$ cat config.mk
export PLATFORM = sky130hd
export DESIGN_NAME = pulse_gen_multi
export DESIGN_NICKNAME = d
export VERILOG_FILES = /design/src/rtl/pulse_gen_multi.sv
export SDC_FILE = /design/constraint.sdc
export NUM_CORES = 1
export LEC_CHECK = 0
export BUFFER_PORTS_ARGS = -buffer_cell sky130_fd_sc_hd__buf_2
export CAP_MARGIN = 20
export CORE_MARGIN = 8
export CORE_UTILIZATION = 50
export DETAILED_ROUTE_END_ITERATION = 10
export PLACE_DENSITY = 0.7
export SETUP_SLACK_MARGIN = 0.2
export SLEW_MARGIN = 40
export SYNTH_ARGS = -nofsm -noshare
export SYNTH_HDL_FRONTEND = slang
export SYNTH_SLANG_ARGS = --single-unit
$ cat constraint.sdc
create_clock -name clock -period 3 [get_ports clock]
set_input_delay 0.75 -clock clock [delete_from_list [all_inputs] [get_ports clock]]
set_output_delay 0.75 -clock clock [all_outputs]
set_load 0.005 [all_outputs]
$ cat src/rtl/pulse_gen_multi.sv
// Multi-channel programmable pulse generator with per-channel phase offset.
// Supports continuous and burst modes, and drives waveform outputs from the system clock.
//
// state | meaning
// ------+---------------------------------------------------------------
// IDLE  | waiting for start; outputs low; settings are latched on start
// RUN   | counters advance while enable is high; waveform outputs active
// DONE  | one-cycle completion pulse after a burst, then back to IDLE
module pulse_gen_multi #(
    parameter int WIDTH    = 8,
    parameter int CHANNELS = 2
) (
    input  logic                      clock,
    input  logic                      reset_n,
    input  logic                      enable,
    input  logic                      start,
    input  logic                      stop,
    input  logic                      mode,
    input  logic [WIDTH-1:0]          period,
    input  logic [WIDTH-1:0]          high_time,
    input  logic [CHANNELS*WIDTH-1:0] phase,
    input  logic [WIDTH-1:0]          burst,
    output logic [CHANNELS-1:0]       signal,
    output logic                      busy,
    output logic                      done
);

    typedef enum logic [1:0] {
        S_IDLE = 2'd0,
        S_RUN  = 2'd1,
        S_DONE = 2'd2
    } state_t;

    state_t           state_q, state_d;
    logic [WIDTH-1:0] period_q, period_d;
    logic [WIDTH-1:0] high_q, high_d;
    logic [WIDTH-1:0] burst_q, burst_d;
    logic             mode_q, mode_d;
    logic [WIDTH-1:0] cnt_q, cnt_d;
    logic [WIDTH-1:0] bcnt_q, bcnt_d;
    logic [WIDTH-1:0] pos_q [CHANNELS];
    logic [WIDTH-1:0] pos_d [CHANNELS];
    logic             cnt_wrap;

    // Starting position so that a channel lags channel 0 by its phase; out-of-range phase counts as 0.
    function automatic logic [WIDTH-1:0] pos_init(input logic [WIDTH-1:0] per,
                                                  input logic [WIDTH-1:0] ph);
        if ((ph == '0) || (ph >= per)) begin
            return '0;
        end
        return per - ph;
    endfunction

    assign cnt_wrap = (cnt_q == (period_q - WIDTH'(1)));

    always_comb begin
        state_d  = state_q;
        period_d = period_q;
        high_d   = high_q;
        burst_d  = burst_q;
        mode_d   = mode_q;
        cnt_d    = cnt_q;
        bcnt_d   = bcnt_q;
        for (int k = 0; k < CHANNELS; k++) begin
            pos_d[k] = pos_q[k];
        end

        case (state_q)
            S_IDLE: begin
                if (start && !stop && (period != '0)) begin
                    period_d = period;
                    high_d   = high_time;
                    burst_d  = (burst == '0) ? WIDTH'(1) : burst;
                    mode_d   = mode;
                    cnt_d    = '0;
                    bcnt_d   = '0;
                    for (int k = 0; k < CHANNELS; k++) begin
                        pos_d[k] = pos_init(period, phase[k*WIDTH +: WIDTH]);
                    end
                    state_d  = S_RUN;
                end
            end
            S_RUN: begin
                if (stop) begin
                    state_d = S_IDLE;
                end else if (enable) begin
                    cnt_d = cnt_wrap ? '0 : cnt_q + WIDTH'(1);
                    for (int k = 0; k < CHANNELS; k++) begin
                        pos_d[k] = (pos_q[k] == (period_q - WIDTH'(1))) ? '0 : pos_q[k] + WIDTH'(1);
                    end
                    if (cnt_wrap) begin
                        bcnt_d = bcnt_q + WIDTH'(1);
                        if (mode_q && (bcnt_q == (burst_q - WIDTH'(1)))) begin
                            state_d = S_DONE;
                        end
                    end
                end
            end
            S_DONE: begin
                state_d = S_IDLE;
            end
            default: begin
                state_d = S_IDLE;
            end
        endcase
    end

    always_ff @(posedge clock or negedge reset_n) begin
        if (!reset_n) begin
            state_q  <= S_IDLE;
            period_q <= '0;
            high_q   <= '0;
            burst_q  <= '0;
            mode_q   <= 1'b0;
            cnt_q    <= '0;
            bcnt_q   <= '0;
            for (int k = 0; k < CHANNELS; k++) begin
                pos_q[k] <= '0;
            end
        end else begin
            state_q  <= state_d;
            period_q <= period_d;
            high_q   <= high_d;
            burst_q  <= burst_d;
            mode_q   <= mode_d;
            cnt_q    <= cnt_d;
            bcnt_q   <= bcnt_d;
            for (int k = 0; k < CHANNELS; k++) begin
                pos_q[k] <= pos_d[k];
            end
        end
    end

    // Outputs decode only flop outputs, so the reset clears them without a clock.
    always_comb begin
        signal = '0;
        for (int k = 0; k < CHANNELS; k++) begin
            signal[k] = (state_q == S_RUN) && (pos_q[k] < high_q);
        end
    end

    assign busy = (state_q == S_RUN);
    assign done = (state_q == S_DONE);

endmodule

==> metrics.txt, run 1 <==
# TYPE chip_impl_metric gauge
chip_impl_metric{name="detail_route.vias_per_cell",unit=""} 5.83
chip_impl_metric{name="critical_path_cell_count",unit=""} 8
chip_impl_info{name="clock_tree_from_tritoncts",value="done"} 1
chip_impl_metric{name="clock_sink_count",unit=""} 59
chip_impl_metric{name="grt_max_degree",unit=""} 60
chip_impl_metric{name="coreArea",unit="um^2"} 9150
chip_impl_metric{name="dr_vias",unit=""} 3943
chip_impl_info{name="leading_cell_types_in_the_layout_fill_and_taps_excluded",value="sky130_fd_sc_hd__dfrtp_1 (54), sky130_fd_sc_hd__buf_2 (49), sky130_fd_sc_hd__inv_1 (43), sky130_fd_sc_hd__nand2_1 (39)"} 1
chip_impl_info{name="crit_family",value="compound AO/OA/AOI/OAI gates"} 1
chip_impl_metric{name="ys_ff_latch",unit=""} 59
chip_impl_metric{name="required",unit="ns"} 2.25
chip_impl_metric{name="vias_in_the_first_global_route",unit=""} 4027
chip_impl_info{name="layout.cells.most_common",value="sky130_fd_sc_hd__dfrtp_1"} 1
chip_impl_metric{name="path_buf_inv",unit=""} 1
chip_impl_info{name="synth-main-ff-cell",value="sky130_fd_sc_hd__dfrtp_1"} 1
chip_impl_info{name="critPathKind",value="reg -> out"} 1
chip_impl_info{name="hold_class",value="in -> async"} 1
chip_impl_info{name="cp_common_cell",value="sky130_fd_sc_hd__a21o_1"} 1
chip_impl_metric{name="flow.area_growth_from_synthesis",unit="%"} 16.5
chip_impl_metric{name="finalCriticalPeriod",unit="ns"} 2.82
chip_impl_metric{name="grt_overflow",unit=""} 0
chip_impl_metric{name="routabilityCongestion",unit=""} 0.865
chip_impl_metric{name="timing.critical_path.slowest_cell_delay",unit="ns"} 0.45
chip_impl_metric{name="async_reset_ff_share",unit="%"} 100
chip_impl_metric{name="layout-drive-gt1-share",unit="%"} 22.5
chip_impl_metric{name="max_slew_margin",unit="%"} 62.2
chip_impl_metric{name="n_fill_cell",unit=""} 789
chip_impl_metric{name="peakVddDrop",unit="V"} 0.000462
chip_impl_metric{name="cts_htree_levels",unit=""} 3
chip_impl_metric{name="global_route_wire_length_before_repair",unit="um"} 20200
chip_impl_metric{name="clk_transition_reported_paths",unit="ns"} 0.08
chip_impl_metric{name="synth-edff-count",unit=""} 0
chip_impl_metric{name="drt.antenna.violating_nets",unit=""} 0
chip_impl_metric{name="clock_path_buffers",unit=""} 2
chip_impl_metric{name="mappedNetlistNets",unit=""} 576
chip_impl_info{name="cts_root_buf",value="sky130_fd_sc_hd__clkbuf_8"} 1
chip_impl_metric{name="cts_buffers",unit=""} 9
chip_impl_metric{name="hold-worst-slack",unit="ns"} 0.445
chip_impl_metric{name="initial_utilization",unit="%"} 51.3
chip_impl_metric{name="dpl-instance-area",unit="um^2"} 5160
chip_impl_metric{name="synth_cell_types",unit=""} 61
chip_impl_metric{name="achievable_frequency",unit="MHz"} 354
chip_impl_metric{name="die_width",unit="um"} 113
chip_impl_metric{name="drc",unit=""} 0
chip_impl_info{name="setup.worst_path.end_class",value="output pin"} 1
chip_impl_metric{name="die_y",unit="um"} 113
chip_impl_metric{name="nets",unit=""} 644
chip_impl_metric{name="finish.utilization",unit="%"} 59.7
chip_impl_metric{name="final-setup-viol-count",unit=""} 0
chip_impl_metric{name="cellLeakagePower",unit="nW"} 2.58
chip_impl_metric{name="route.final.wire_length",unit="um"} 11900
chip_impl_metric{name="max_slew.worst_pin.slew",unit="ns"} 0.568
chip_impl_metric{name="port-buffer-count",unit=""} 49
chip_impl_metric{name="1st_iter_drt_viols",unit=""} 217
chip_impl_metric{name="placementRows",unit=""} 35
chip_impl_metric{name="seq_area_frac_synth",unit="%"} 31.5
chip_impl_metric{name="wl_per_cell",unit="um"} 17.6
chip_impl_metric{name="finClkSkew",unit="ns"} 0.00858
chip_impl_info{name="critical_path.cell_chain",value="ha_4, a21o_1, a21o_1, a21o_1, a21o_1, a21o_1, a31oi_1, buf_2"} 1
chip_impl_metric{name="dieArea",unit="um^2"} 12700
chip_impl_metric{name="hpwlAfterDp",unit="um"} 9280
chip_impl_metric{name="post_synth.cell_area_avg",unit="um^2"} 9.54
chip_impl_metric{name="rr_worst_depth",unit=""} 7
chip_impl_metric{name="first_pass_iters",unit=""} 5
chip_impl_info{name="setup_repair_after_global_routing_missed_its_margin",value="true"} 1
chip_impl_metric{name="ys.warnings.count",unit=""} 0
chip_impl_info{name="critical-path-slowest-cell",value="sky130_fd_sc_hd__dfrtp_2"} 1
chip_impl_metric{name="timing_hold_violations_final",unit=""} 0
chip_impl_metric{name="grt_antenna_before_repair",unit=""} 0
chip_impl_metric{name="num_io_pins",unit=""} 50
chip_impl_info{name="cp-start-kind",value="flop"} 1
chip_impl_metric{name="synth.cell_area",unit="um^2"} 4690
chip_impl_metric{name="global_route.usage.total",unit="%"} 19.8
chip_impl_metric{name="final_critical_path_share_of_the_clock_period",unit="%"} 94.1
chip_impl_metric{name="max_cap_violations",unit=""} 0
chip_impl_metric{name="fin_area",unit="um^2"} 5470
chip_impl_metric{name="worstPathArrival",unit="ns"} 2.07
chip_impl_metric{name="worst-path-max-fanout",unit=""} 2
chip_impl_metric{name="diodes",unit=""} 0
chip_impl_metric{name="clkLatencyLatePin",unit="ns"} 0.35
chip_impl_metric{name="timing_max_transition_violations_final",unit=""} 0
chip_impl_info{name="result_of_the_run",value="completed"} 1
chip_impl_metric{name="power.density",unit="nW/um^2"} 872
chip_impl_metric{name="post_syn_instances",unit=""} 492
cell type report:
type                    instances  area, um^2  area share (%)
clock buffers                  10         138            2.52
clock inverters                 6        71.3            1.30
inverters                      44         165            3.02
multi-input cells             373        3030            55.4
flip-flops and latches         59        1480            27.1
well taps                     111         139            2.54
repair buffers                 73         444            8.13
where the power goes:
group	internal, mW	total (mW)	switching [mW]
Combinational	1.33	2.46	1.13
Sequential	1.09	1.53	0.434
Clock	0.413	0.774	0.361
Total	2.84	4.76	1.92
flip-flops by register name, summed over array words and instances, names as in the netlist:
register and flops:
state_q 2, mode_q 1, cnt_q 8, period_q 8, pos_q 16, high_q 8
burst_q 8, bcnt_q 8
cells in the mapped netlist (all sizes together) (4+ instances only):
| cell | count | share of area (%) |
|---|---|---|
| buf | 6 | 1.1 |
| o221ai | 4 | 0.75 |
| a211o | 4 | 0.75 |
| nor3 | 9 | 1.2 |
| or3 | 5 | 0.67 |
| nor2b | 7 | 0.93 |
| nand3 | 20 | 2.1 |
| nand4 | 13 | 1.7 |
| ha | 36 | 9.6 |
| o21ai | 34 | 3.6 |
| xnor3 | 13 | 6.2 |
| clkbuf | 10 | 0.80 |
| and3 | 9 | 1.2 |
| nor2 | 31 | 2.5 |
| a21oi | 8 | 0.85 |
| or2 | 4 | 0.53 |
| dfrtp | 59 | 31 |
| inv | 44 | 3.5 |
| a21o | 15 | 2.4 |
| a22oi | 5 | 0.80 |
| nand2b | 4 | 0.53 |
| o311ai | 5 | 0.93 |
| mux2 | 12 | 2.9 |
| xor2 | 19 | 3.5 |
| xnor2 | 22 | 4.1 |
| nor4 | 10 | 1.7 |
| nand2 | 39 | 3.1 |
| and2 | 4 | 0.53 |
path summary, 6_finish.rpt:
path                       slack (ns)                    start                      to
min in group clock               0.53   burst_q[7]$_DFFE_PN0P_  burst_q[7]$_DFFE_PN0P_
setup / recovery                 0.18     pos_q[1]$_DFFE_PN0P_               signal[1]
max in group asynchronous        2.11                  reset_n    pos_q[0]$_DFFE_PN0P_
setup reg to reg                 0.33  period_q[4]$_DFFE_PN0P_    pos_q[7]$_DFFE_PN0P_
hold reg to reg                  0.53   burst_q[7]$_DFFE_PN0P_  burst_q[7]$_DFFE_PN0P_
hold / removal                   0.45                  reset_n   pos_q[13]$_DFFE_PN0P_
what timing repair did:
action | in CTS | in global routing
hold buffers | 0 | 0
endpoints found under the setup margin | 2 | 23
buffers inserted | 2 | 3
resized for setup | 7 | 6
pin swaps | 12 | 2
routing by layer:
layer | track usage, % | share of wire [%] | up-vias
met5 | 0 | 0 | -
li1 | - | - | 1902
met3 | 4.74 | 6.2 | 20
met4 | 6.22 | 1.8 | 0
met2 | 31.1 | 46 | 109
met1 | 26.3 | 46 | 1912
cell families (layout without fill, tap and decap cells):
kind of cell,Yosys count,after routing,synth area share (%)
buffers and inverters,60,133,5.39
muxes,14,14,3.31
xor gates and xnor gates,56,56,14.9
adders and majority gates,38,38,10.5
and+or+nand+nor,166,166,19.5
AOI/OAI and AO/OA,99,99,15.0
DFF,59,59,31.5
worst reg2reg max path: cells and delay by family, from the launching register on:
| kind | cells | cell delay [ns] |
|---|---|---|
| DFF | 1 | 0.48 |
| AOI/OAI and AO/OA | 2 | 0.64 |
| xor gates and xnor gates | 1 | 0.33 |
| and+or+nand+nor | 4 | 1.09 |
per-stage QoR:
step / setup WS (ns) / power, mW / instances / setup TNS (ns)
floorplan: 0.204 / 3.29 / 492 / 0
global placement: -0.0956 / 3.79 / 653 / -1.45
detailed placement: -0.159 / 3.90 / 655 / -1.83
CTS: 0.152 / 4.74 / 673 / 0
global route: 0.0677 / 5.13 / 676 / 0
finish: 0.177 / 4.76 / 676 / 0
Note: power is estimated with default switching activity, not from simulation.
==> run 2, diff against run 1 <==
--- a/config.mk
+++ b/config.mk
@@ -5,7 +5,7 @@
 export SDC_FILE = /design/constraint.sdc
 export NUM_CORES = 1
 export LEC_CHECK = 0
-export BUFFER_PORTS_ARGS = -buffer_cell sky130_fd_sc_hd__buf_2
+export BUFFER_PORTS_ARGS = -buffer_cell sky130_fd_sc_hd__buf_4
 export CAP_MARGIN = 20
 export CORE_MARGIN = 8
 export CORE_UTILIZATION = 50
==> metrics.txt, run 2 (same netlist as run 1, synthesis figures left out) <==
# TYPE chip_impl_metric gauge
chip_impl_info{name="result_of_the_run",value="completed"} 1
chip_impl_info{name="critical_path.cell_chain",value="inv_2, ha_4, a21o_1, a21o_1, a21o_1, a21o_1, a21o_1, a31oi_1, buf_4"} 1
chip_impl_metric{name="grt_max_degree",unit=""} 60
chip_impl_metric{name="vias_in_the_first_global_route",unit=""} 4027
chip_impl_metric{name="port-buffer-count",unit=""} 49
chip_impl_metric{name="placementRows",unit=""} 35
chip_impl_metric{name="layout-drive-gt1-share",unit="%"} 22.8
chip_impl_metric{name="finClkSkew",unit="ns"} 0.0218
chip_impl_metric{name="power.density",unit="nW/um^2"} 843
chip_impl_metric{name="route.final.wire_length",unit="um"} 12200
chip_impl_info{name="critPathKind",value="reg -> out"} 1
chip_impl_metric{name="global_route_wire_length_before_repair",unit="um"} 20300
chip_impl_metric{name="dp_slack",unit="ns"} -0.0927
chip_impl_metric{name="worstPathArrival",unit="ns"} 2.12
chip_impl_info{name="cp-start-kind",value="flop"} 1
chip_impl_metric{name="achievable_frequency",unit="MHz"} 349
chip_impl_metric{name="flow.area_growth_from_synthesis",unit="%"} 19.7
chip_impl_info{name="cts_root_buf",value="sky130_fd_sc_hd__clkbuf_8"} 1
chip_impl_metric{name="wl_per_cell",unit="um"} 17.9
chip_impl_metric{name="placed_cells_incl_taps",unit=""} 657
chip_impl_metric{name="worst-path-max-fanout",unit=""} 3
chip_impl_info{name="setup.worst_path.end_class",value="output pin"} 1
chip_impl_info{name="cp_common_cell",value="sky130_fd_sc_hd__a21o_1"} 1
chip_impl_metric{name="required",unit="ns"} 2.25
chip_impl_metric{name="die_width",unit="um"} 113
chip_impl_metric{name="path_buf_inv",unit=""} 2
chip_impl_metric{name="largest_reg_flops",unit=""} 16
chip_impl_metric{name="nets",unit=""} 648
chip_impl_metric{name="clock_path_buffers",unit=""} 2
chip_impl_metric{name="cts_buffers",unit=""} 9
chip_impl_metric{name="dpl-instance-area",unit="um^2"} 5320
chip_impl_metric{name="finalPower",unit="mW"} 4.74
chip_impl_metric{name="clock_sink_count",unit=""} 59
chip_impl_metric{name="timing_max_transition_violations_final",unit=""} 0
chip_impl_metric{name="hpwlAfterDp",unit="um"} 9570
chip_impl_metric{name="initial_utilization",unit="%"} 51.3
chip_impl_metric{name="die_y",unit="um"} 113
chip_impl_metric{name="timing.critical_path.slowest_cell_delay",unit="ns"} 0.38
chip_impl_metric{name="final.setup.tns",unit="ns"} 0
chip_impl_metric{name="cts_htree_levels",unit=""} 3
chip_impl_metric{name="drc",unit=""} 0
chip_impl_metric{name="hold-worst-slack",unit="ns"} 0.339
chip_impl_metric{name="dr_vias",unit=""} 3980
chip_impl_metric{name="postCtsHoldBufs",unit=""} 0
chip_impl_metric{name="dieArea",unit="um^2"} 12700
chip_impl_metric{name="rr_worst_depth",unit=""} 10
chip_impl_metric{name="fin_area",unit="um^2"} 5620
chip_impl_metric{name="drt.antenna.violating_nets",unit=""} 0
chip_impl_metric{name="final_critical_path_share_of_the_clock_period",unit="%"} 95.6
chip_impl_metric{name="grt_antenna_before_repair",unit=""} 0
chip_impl_info{name="leading_cell_types_in_the_layout_fill_and_taps_excluded",value="sky130_fd_sc_hd__buf_4 (74), sky130_fd_sc_hd__dfrtp_1 (56), sky130_fd_sc_hd__inv_1 (43), sky130_fd_sc_hd__nand2_1 (39)"} 1
chip_impl_metric{name="final_cell_count_no_fill",unit=""} 680
chip_impl_metric{name="cellLeakagePower",unit="nW"} 2.63
chip_impl_metric{name="peakVddDrop",unit="V"} 0.000409
chip_impl_metric{name="routabilityCongestion",unit=""} 0.904
chip_impl_info{name="hold_class",value="in -> async"} 1
chip_impl_info{name="clock_tree_from_tritoncts",value="done"} 1
chip_impl_metric{name="worst_path_setup_slack_after_routing",unit="ns"} 0.131
chip_impl_metric{name="detail_route.vias_per_cell",unit=""} 5.85
chip_impl_info{name="regMostFlops",value="pos_q"} 1
chip_impl_metric{name="timing_hold_violations_final",unit=""} 0
chip_impl_metric{name="max_slew.worst_pin.slew",unit="ns"} 0.572
chip_impl_metric{name="1st_iter_drt_viols",unit=""} 314
chip_impl_metric{name="finish.utilization",unit="%"} 61.4
chip_impl_metric{name="global_route.usage.total",unit="%"} 19.9
chip_impl_metric{name="clkLatencyLatePin",unit="ns"} 0.35
chip_impl_metric{name="first_pass_iters",unit=""} 5
chip_impl_info{name="setup_repair_after_global_routing_missed_its_margin",value="true"} 1
chip_impl_metric{name="clk_transition_reported_paths",unit="ns"} 0.08
chip_impl_metric{name="finalCriticalPeriod",unit="ns"} 2.87
chip_impl_metric{name="max_slew_margin",unit="%"} 61.9
chip_impl_info{name="critical-path-slowest-cell",value="sky130_fd_sc_hd__dfrtp_1"} 1
chip_impl_metric{name="coreArea",unit="um^2"} 9150
chip_impl_metric{name="diodes",unit=""} 0
chip_impl_metric{name="num_io_pins",unit=""} 50
chip_impl_info{name="layout.cells.most_common",value="sky130_fd_sc_hd__buf_4"} 1
chip_impl_info{name="crit_family",value="compound AO/OA/AOI/OAI gates"} 1
chip_impl_metric{name="max_cap_violations",unit=""} 0
chip_impl_metric{name="grt_overflow",unit=""} 0
chip_impl_metric{name="critical_path_cell_count",unit=""} 9
chip_impl_metric{name="final-setup-viol-count",unit=""} 0
==> run 2: power breakdown <==
group | switching (mW) | leakage, nW | internal (mW) | total, mW
Combinational | 1.16 | 1.80 | 1.40 | 2.56
Sequential | 0.437 | 0.754 | 1.09 | 1.53
Clock | 0.346 | 0.0822 | 0.299 | 0.645
==> run 2: what timing repair did <==
item / 4_1_cts / 5_1_grt
endpoints found under the hold margin: 0 / 0
setup buffers: 3 / 4
endpoints found under the setup margin: 2 / 21
pin swaps: 12 / 5
resized for setup: 5 / 9
==> run 2: final timing paths <==
path | from | endpoint | slack [ns]
worst max-delay path | high_q[1]$_DFFE_PN0P_ | signal[0] | 0.13
worst min-delay path | reset_n | pos_q[8]$_DFFE_PN0P_ | 0.34
worst max register to register | period_q[1]$_DFFE_PN0P_ | bcnt_q[6]$_DFFE_PN0P_ | 0.33
worst min register to register | burst_q[6]$_DFFE_PN0P_ | burst_q[6]$_DFFE_PN0P_ | 0.54
max in group asynchronous | reset_n | pos_q[2]$_DFFE_PN0P_ | 2.17
min in group clock | burst_q[6]$_DFFE_PN0P_ | burst_q[6]$_DFFE_PN0P_ | 0.54
==> run 2: cell type report <==
class | count | area [um^2]
clock buffer | 10 | 128
tap | 111 | 139
fill | 750 | 3540
multi-input combinational | 373 | 3040
clock inverter | 6 | 42.5
sequential | 59 | 1480
timing repair buffer | 77 | 622
inverter | 44 | 165
==> run 2: per-layer routing <==
layer / wire [um] / GRT usage (%)
met1: 5670 / 26.4
met2: 5760 / 32.2
met3: 620 / 4.21
met4: 133 / 5.24
met5: 0 / 0
